### config.mk
export PLATFORM = sky130hd
export DESIGN_NAME = maxnet_winner_detect
export DESIGN_NICKNAME = d
export VERILOG_FILES = /design/src/rtl/maxnet_pkg.sv /design/src/rtl/maxnet_zero_scan.sv /design/src/rtl/maxnet_winner_detect.sv
export SDC_FILE = /design/constraint.sdc
export NUM_CORES = 1
export LEC_CHECK = 0
export ABC_AREA = 1
export CAP_MARGIN = 30
export CORE_AREA = 2 2 119 121
export DETAILED_ROUTE_END_ITERATION = 8
export DIE_AREA = 0 0 121 123
export DONT_BUFFER_PORTS = 1
export GPL_TIMING_DRIVEN = 0
export PLACE_DENSITY = 0.43
export SETUP_SLACK_MARGIN = 0.2
export SLEW_MARGIN = 10
export SYNTH_ARGS = -nofsm -noshare
export SYNTH_HDL_FRONTEND = slang
export SYNTH_SLANG_ARGS = --single-unit
### constraint.sdc
create_clock -name i_clk -period 2.12 [get_ports i_clk]
set_input_delay 0.424 -clock i_clk [delete_from_list [all_inputs] [get_ports i_clk]]
set_output_delay 0.424 -clock i_clk [all_outputs]
set_load 0.05 [all_outputs]
### src/rtl/maxnet_pkg.sv
// Shared types for the Maxnet winner detector.
//   status_t : result code presented on o_status
//   state_t  : control FSM state encoding
package maxnet_pkg;

  typedef enum logic [1:0] {
    ST_NONE     = 2'd0,
    ST_WIN      = 2'd1,
    ST_ALL_ZERO = 2'd2,
    ST_TIMEOUT  = 2'd3
  } status_t;

  typedef enum logic [1:0] {
    S_IDLE = 2'd0,
    S_RUN  = 2'd1,
    S_DONE = 2'd2
  } state_t;

endpackage

### src/rtl/maxnet_zero_scan.sv
// Combinational zero scan over N activation channels.
// Ports:
//   i_x_bus    : N channels of W bits, channel i at [i*W +: W]
//   o_nz       : per-channel nonzero flag
//   o_one_hot  : exactly one channel nonzero
//   o_all_zero : every channel zero
//   o_idx      : binary index of the lowest nonzero channel (0 if none)
// IGNORE_SIGN=1 treats a value with only the top (sign) bit set as zero.
module maxnet_zero_scan #(
  parameter int unsigned N           = 4,
  parameter int unsigned W           = 32,
  parameter bit          IGNORE_SIGN = 1'b1,
  localparam int unsigned IdxW       = $clog2(N)
) (
  input  logic [N*W-1:0]  i_x_bus,
  output logic [N-1:0]    o_nz,
  output logic            o_one_hot,
  output logic            o_all_zero,
  output logic [IdxW-1:0] o_idx
);

  for (genvar g = 0; g < N; g++) begin : g_chan
    logic [W-1:0] w_ch;
    assign w_ch = i_x_bus[g*W +: W];
    // Sign bit only matters when signed zero is not folded into zero.
    assign o_nz[g] = (w_ch[W-2:0] != '0) || (!IGNORE_SIGN && w_ch[W-1]);
  end

  // A nonzero vector with a single bit set has no bits left after clearing the lowest one.
  assign o_one_hot  = (o_nz != '0) && ((o_nz & (o_nz - {{(N-1){1'b0}}, 1'b1})) == '0);
  assign o_all_zero = (o_nz == '0);

  always_comb begin
    o_idx = '0;
    // Walk downward so the lowest set bit is the last one written.
    for (int i = N - 1; i >= 0; i--) begin
      if (o_nz[i]) o_idx = IdxW'(i);
    end
  end

endmodule

### src/rtl/maxnet_winner_detect.sv
// Maxnet winner detector: watches N activation channels once per iteration and
// declares WIN (single nonzero channel), ALL_ZERO, or TIMEOUT after MAX_ITER samples.
// The result is held with o_done until i_ack.
// Ports:
//   i_clk, i_rst_n     : clock, synchronous active-low reset
//   i_start            : begin a run (IDLE only)
//   i_in_valid         : i_x_bus/i_a_bus carry one iteration sample
//   i_x_bus, i_a_bus   : activations / associated values, channel i at [i*W +: W]
//   i_ack              : consumer took the result
//   o_busy, o_done     : in RUN / in DONE
//   o_status           : NONE, WIN, ALL_ZERO, TIMEOUT
//   o_winner_idx/_val  : winning channel index and associated value
//   o_iter_cnt         : samples consumed in current or last run
// Build option: define CONFIRM_WIN_EN to require two consecutive same-index
// one-hot samples before declaring WIN.
module maxnet_winner_detect
  import maxnet_pkg::*;
#(
  parameter int unsigned N           = 4,
  parameter int unsigned W           = 32,
  parameter bit          IGNORE_SIGN = 1'b1,
  parameter int unsigned MAX_ITER    = 255,
  parameter int unsigned IW          = $clog2(MAX_ITER + 1),
  localparam int unsigned IdxW       = $clog2(N)
) (
  input  logic            i_clk,
  input  logic            i_rst_n,
  input  logic            i_start,
  input  logic            i_in_valid,
  input  logic [N*W-1:0]  i_x_bus,
  input  logic [N*W-1:0]  i_a_bus,
  input  logic            i_ack,
  output logic            o_busy,
  output logic            o_done,
  output logic [1:0]      o_status,
  output logic [IdxW-1:0] o_winner_idx,
  output logic [W-1:0]    o_winner_val,
  output logic [IW-1:0]   o_iter_cnt
);

  localparam logic [IW-1:0] MaxIterC = IW'(MAX_ITER);
  localparam logic [IW-1:0] OneC     = IW'(1);

  state_t          r_state, w_state_d;
  status_t         r_status, w_status_d;
  logic [IdxW-1:0] r_idx, w_idx_d;
  logic [W-1:0]    r_val, w_val_d;
  logic [IW-1:0]   r_iter, w_iter_d, w_iter_inc;

  logic [N-1:0]    w_nz;
  logic            w_one_hot, w_all_zero, w_win;
  logic [IdxW-1:0] w_idx;
  logic [W-1:0]    w_a_sel;

  maxnet_zero_scan #(
    .N           (N),
    .W           (W),
    .IGNORE_SIGN (IGNORE_SIGN)
  ) u_scan (
    .i_x_bus    (i_x_bus),
    .o_nz       (w_nz),
    .o_one_hot  (w_one_hot),
    .o_all_zero (w_all_zero),
    .o_idx      (w_idx)
  );

  assign w_a_sel    = i_a_bus[int'(w_idx)*W +: W];
  assign w_iter_inc = (r_iter == MaxIterC) ? r_iter : r_iter + OneC;

`ifdef CONFIRM_WIN_EN
  logic            r_cand_vld, w_cand_vld_d;
  logic [IdxW-1:0] r_cand_idx, w_cand_idx_d;
  assign w_win = w_one_hot && r_cand_vld && (r_cand_idx == w_idx);
`else
  assign w_win = w_one_hot;
`endif

  always_ff @(posedge i_clk) begin
    if (!i_rst_n) begin
      r_state    <= S_IDLE;
      r_status   <= ST_NONE;
      r_idx      <= '0;
      r_val      <= '0;
      r_iter     <= '0;
`ifdef CONFIRM_WIN_EN
      r_cand_vld <= 1'b0;
      r_cand_idx <= '0;
`endif
    end else begin
      r_state    <= w_state_d;
      r_status   <= w_status_d;
      r_idx      <= w_idx_d;
      r_val      <= w_val_d;
      r_iter     <= w_iter_d;
`ifdef CONFIRM_WIN_EN
      r_cand_vld <= w_cand_vld_d;
      r_cand_idx <= w_cand_idx_d;
`endif
    end
  end

  always_comb begin
    w_state_d    = r_state;
    w_status_d   = r_status;
    w_idx_d      = r_idx;
    w_val_d      = r_val;
    w_iter_d     = r_iter;
`ifdef CONFIRM_WIN_EN
    w_cand_vld_d = r_cand_vld;
    w_cand_idx_d = r_cand_idx;
`endif
    case (r_state)
      S_IDLE: begin
        if (i_start) begin
          w_state_d    = S_RUN;
          w_status_d   = ST_NONE;
          w_iter_d     = '0;
`ifdef CONFIRM_WIN_EN
          w_cand_vld_d = 1'b0;
          w_cand_idx_d = '0;
`endif
        end
      end
      S_RUN: begin
        if (i_in_valid) begin
          w_iter_d = w_iter_inc;
`ifdef CONFIRM_WIN_EN
          // A one-hot sample always (re)arms the candidate; anything else clears it.
          w_cand_vld_d = w_one_hot;
          w_cand_idx_d = w_one_hot ? w_idx : r_cand_idx;
`endif
          // Convergence outranks timeout on the same sample.
          if (w_win) begin
            w_status_d = ST_WIN;
            w_idx_d    = w_idx;
            w_val_d    = w_a_sel;
            w_state_d  = S_DONE;
          end else if (w_all_zero) begin
            w_status_d = ST_ALL_ZERO;
            w_idx_d    = '0;
            w_val_d    = '0;
            w_state_d  = S_DONE;
          end else if (w_iter_inc == MaxIterC) begin
            w_status_d = ST_TIMEOUT;
            w_state_d  = S_DONE;
          end
        end
      end
      S_DONE: begin
        if (i_ack) w_state_d = S_IDLE;
      end
      default: w_state_d = S_IDLE;
    endcase
  end

  assign o_busy       = (r_state == S_RUN);
  assign o_done       = (r_state == S_DONE);
  assign o_status     = r_status;
  assign o_winner_idx = r_idx;
  assign o_winner_val = r_val;
  assign o_iter_cnt   = r_iter;

endmodule
Word-level counts from Yosys, hierarchy flattened

Index checks and enable logic that the tools add are counted.

Bitwise gates (word level): 1
Reductions and logical operators: 15
Shift operators: 1
Equality and inequality tests: 8
Mux-type cells: 25
Add/sub/neg operators: 2

Operator list:

| kind                | count |
|---|---|
| $shiftx 128x8->32   | 1 |
| $reduce_bool 31->1  | 4 |
| $mux 32             | 2 |
| $mux 2              | 17 |
| $mux 8              | 3 |
| $eq 8x8->1 const B  | 2 |
| $pmux 8 s2          | 1 |
| $add 8x1->8 const B | 1 |
| $logic_not 4->1     | 2 |
| $reduce_and 4->1    | 2 |
| $ne 2x2->1 const B  | 3 |
| $pmux 2 s3          | 1 |
| $reduce_and 3->1    | 2 |
| $and 4x4->4         | 1 |
| $ne 4x1->1 const B  | 1 |
| $pmux 2 s2          | 1 |
| $reduce_bool 2->1   | 2 |
| $reduce_bool 4->1   | 1 |
| $sub 4x1->4 const B | 1 |
| $eq 2x1->1 const B  | 1 |
| $eq 2x2->1 const B  | 1 |
| $logic_not 2->1     | 1 |
| $logic_and 1x1->1   | 1 |

Bits in registers: 46
Output and inout bits: 46

Longest topological paths before layout

Word-level depth: 8
Depth in mapped cells: 16
Gate-level depth less buffers: 14

Modules after synthesis

From an unflattened synthesis, not the netlist that was laid out.

Cell total of the unflattened synthesis: 634
Area, all modules: 3,563.4 sq um

By module, submodules not included:

| module               | sequential area each (sq um) | times used | cells an instance | area each (sq um) |
|---|---|---|---|---|
| maxnet_winner_detect | 920.9                        | 1          | 455               | 2,831.5 |
| maxnet_zero_scan     | 0.0                          | 1          | 179               | 732.0 |

Least setup slack after synthesis

No wires, ideal clock.

Kind: reg-to-reg
From: register r_iter[0], in the netlist o_iter_cnt[0]
To: register r_state[0]
Period minus slack after synthesis: 2.227 ns
Arrival time: 2.095 ns
Setup time: 0.132 ns
Setup slack: -0.107 ns
Cell stages (with the launch flop): 13
Path buffers: 0
Cell sequence: dfxtp_1 > ha_1 > nand2_1 > nor2_1 > nand2_1 > xor2_1 > nand3_1 > nor2_1 > nand2_1 > nand3_1 > nand2_1 > nand2_1 > a21oi_1

Word-level cells in the longest chain between the ends: 5
Elaborated cells between the ends (all ways): 6
Those cells by class: add/sub (1); eq/ne (3); mux (1); reduce/logical (1)

Ends and longest elaborated chain:

| what                                             | RTL line                    | text |
|---|---|---|
| start: declaration                               | maxnet_winner_detect.sv:48  | `logic [IW-1:0] r_iter, w_iter_d, w_iter_inc;` |
| start signal: assignment                         | maxnet_winner_detect.sv:94  | `r_iter <= w_iter_d;` |
| $add 8x1->8 / $eq 8x8->1 (equally long branches) | maxnet_winner_detect.sv:68  | `assign w_iter_inc = (r_iter == MaxIterC) ? r_iter : r_iter + OneC;` |
| $mux 8 *                                         | maxnet_winner_detect.sv:68  |  |
| $eq 8x8->1 *                                     | maxnet_winner_detect.sv:143 | `end else if (w_iter_inc == MaxIterC) begin` |
| $ne 4x1->1 (no source line) *                    | -                           |  |
| $reduce_and 4->1 (no source line) *              | -                           |  |
| end signal: assignment                           | maxnet_winner_detect.sv:90  | `r_state <= w_state_d;` |
| end: declaration                                 | maxnet_winner_detect.sv:44  | `state_t r_state, w_state_d;` |

Mark *: on every way between the ends. The rest lies on a longest branch, timed or not.
A chain may end at the register's enable or synchronous reset.

Worst setup path in the final report

From: register r_state[1]
To: output o_done

Word-level cells in the longest chain between the ends: 1

Ends and longest elaborated chain:

| what             | RTL line                    | text |
|---|---|---|
| $eq 2x2->1       | maxnet_winner_detect.sv:157 | `assign o_done = (r_state == S_DONE);` |
| end: declaration | maxnet_winner_detect.sv:34  | `output logic o_done,` |

Every way passes these cells.

==> run summary <==
Antenna diode count = 0
Final net count = 1,093
Cell Chain, Critical Path = inv_1 > nor2_1
RD Place Congestion = 0.876
Status = finished clean
Critical path peak fanout = 4
Hold Crit Class = in -> reg
Non-Filler Instances = 1,012
Worst-margin pin slew = 0.874 ns
Most frequent cells in the layout = nand2_1, inv_1, nand3_1
Fin. Hold Viols = 0
CTS tree = built
Pwr Density = 539 nW/um^2
Fraction of layout cells with a size suffix above 1 = 11.7%
Vias = 4,852
Filler Cell Count = 1,624
Cts bufs inserted = 5
Clock-pin slew on the worst setup and hold paths = 0.06 ns
Clk root buf = clkbuf_16
Synth cell types = 24
Worst setup EP type = primary output
Post-synth top flop = dfxtp_1
Post-Place Cells = 989
Area grow syn2layout = 19.4%
Hold Crit Endpoint = r_state[1]
Max_cap viols = 0
Worst Setup Start Kind = flop
Die X = 121 um
Max stage delay cell, worst path = nor2_1
CTS max path bufs = 2
Initial antenna violation count = 0
WL/cell = 14.8 um
Yosys warning count = 0
Slew Limit Fails = 0
Post-synthesis cell area = 4140 sq um
Worst EP arrival = 1.47 ns
Fmax = 528 MHz
Syn Inst Count = 809
Post-route minimum period = 1.90 ns
CP Class = reg -> out
Die H = 123 um
Reg-to-reg endpoint = o_status[0]
Total die area = 14,900 sq um
Seq cells post-synth = 46
Clock Latency Late Sink = 0.28 ns
Number of synthesized flops with an enable pin = 0
Port Buffer Count = 0
Remaining DRCs = 0
Critical path required time = 1.70 ns
Pre-antenna DRT Iters = 5
Congestion Overflow GR = 0
H-Tree Level Count = 2
Initial Utilization = 30.4%
Detailed-route vias per instance = 4.79
Detail Route Antenna Nets = 0
Vias in the first global route = 4,543
Hold path cells = 2
HPWL Detailed = 12.0 mm
RR Startpoint = o_iter_cnt[0]
Syn Nets = 1,071
HP Start = i_rst_n
Core area = 13,600 sq um
Initial DRC count = 209
Max VDD drop = 0.000322 V
CTS sink count = 46
Relative slew slack = 41.5%
Core Rows = 43
Peak per-stage delay on the critical path = 0.68 ns
Largest net degree at the start of global routing = 15
Clock Skews = 0.00515 ns
Hold-fix buffers, CTS = 0
RSZ-0062 raised after global routing = yes
Routed WL = 15.0 mm
Sequential share of the synthesized area = 22.2%
I/O Pins = 307
Final setup vio count = 0
Place WS = -0.263 ns
Ratio of final minimum period to clock period = 89.4%
R2R depth = 13
Most common cell after layout, fill and taps aside = nand2_1
R2r setup slk = 0.26 ns
GR Util All Layers = 19.1%
First-pass GRT wire length = 22.3 mm
Leak = 2.60 nW
Syn avg cell area = 5.12 sq um
Final worst setup slack = 0.225 ns
Async set-reset flop share out of synthesis = 0%
-- layer usage --
metal / track usage (%) / part of all wire [%] / vias to the layer above
met4: 3.42 / 0.53 / 0
li1: - / - / 2467
met1: 25.3 / 44 / 2205
met2: 30.1 / 46 / 176
met5: 0 / 0 / -
met3: 6.78 / 9.5 / 4
-- how the worst max path moves through the flow --
stage | startpoint | endpoint | slack, ns | cells past startpoint
floorplan | o_iter_cnt[6] | r_state[0] | 0.20 | 11
global placement | i_x_bus[11] | o_winner_val[13] | -0.24 | 12
detailed placement | i_x_bus[11] | o_winner_val[13] | -0.26 | 12
CTS | o_iter_cnt[0] | r_state[0] | 0.18 | 12
global route | o_iter_cnt[0] | r_state[0] | 0.1 | 13
finish | r_state[1] | o_done | 0.22 | 2
-- kinds of logic after synthesis --
group                      count (synthesis)  share of synthesized area, %
AOI/OAI and AO/OA                         54                          6.67
xor gates and xnor gates                   4                         0.846
adders and majority gates                  1                         0.302
buffers and inverters                    212                          20.4
DFF                                       46                          22.2
and+or+nand+nor                          492                          49.6
-- final cells by class --
cell class	instances	area, sq um	share of cell area [%]
timing repair buffer	15	130	2.63
sequential	46	955	19.3
buffer	37	265	5.36
clock inverter	2	60.1	1.21
clock buffer	6	139	2.81
inverter	175	659	13.3
tap	180	225	4.55
multi-input combinational	551	2510	50.8
-- power by group --
group	switching [W]	total (W)	internal, W
sequential	0.000107	0.00101	0.000899
combinational	0.000406	0.000618	0.000212
clock	0.000336	0.00104	0.000708
total	0.000849	0.00267	0.00182
-- synth_stat cells, types with 2 or more instances --
library cell  number  area (sq um)
o21ai_0            5          25.0
buf_6              3          33.8
nand2_1          258           968
clkinv_1           2          7.51
inv_1            172           646
xor2_1             3          26.3
nor2_4             2          22.5
nand2_2            2          12.5
buf_1              5          18.8
buf_2             21           105
dfxtp_1           46           921
a21oi_1           47           235
clkbuf_1           8          30.0
nand3_1          138           691
nor2_1            88           330
-- flip-flops by register name, indices dropped and copies added, names as in the netlist --
register	flops
o_status	2
r_state	2
o_winner_idx	2
o_winner_val	32
o_iter_cnt	8
-- worst max-delay path, delay by kind of cell, from the launching register on --
family / cells / cell delay [ns]
buffers and inverters: 1 / 0.11
AND/OR/NAND/NOR: 1 / 0.68
flip-flops: 1 / 0.41
-- repair_timing --
action                                  CTS  global route
pin swaps                                 4            13
endpoints found under the setup margin   38            47
gates cloned                              0             4
buffers inserted                          4             7
gates resized for setup                  26            70
hold endpoints to repair                  0             0
-- through the flow --
step / instance area, sq um / power (W) / hold slack (ns) / setup TNS [ns] / utilization, %
after floorplan: 4160 / 0.00147 / 0.478 / 0 / -
after global placement: 4380 / 0.00157 / 0.498 / -5.99 / 32.2
after detailed placement: 4380 / 0.00158 / 0.513 / -6.81 / 32.2
after CTS: 4670 / 0.00267 / 0.249 / 0 / 34.3
after global routing: 4950 / 0.00283 / 0.248 / 0 / 36.3
final: 4950 / 0.00267 / 0.257 / 0 / 36.3
Note: power is estimated with default switching activity, not from simulation.
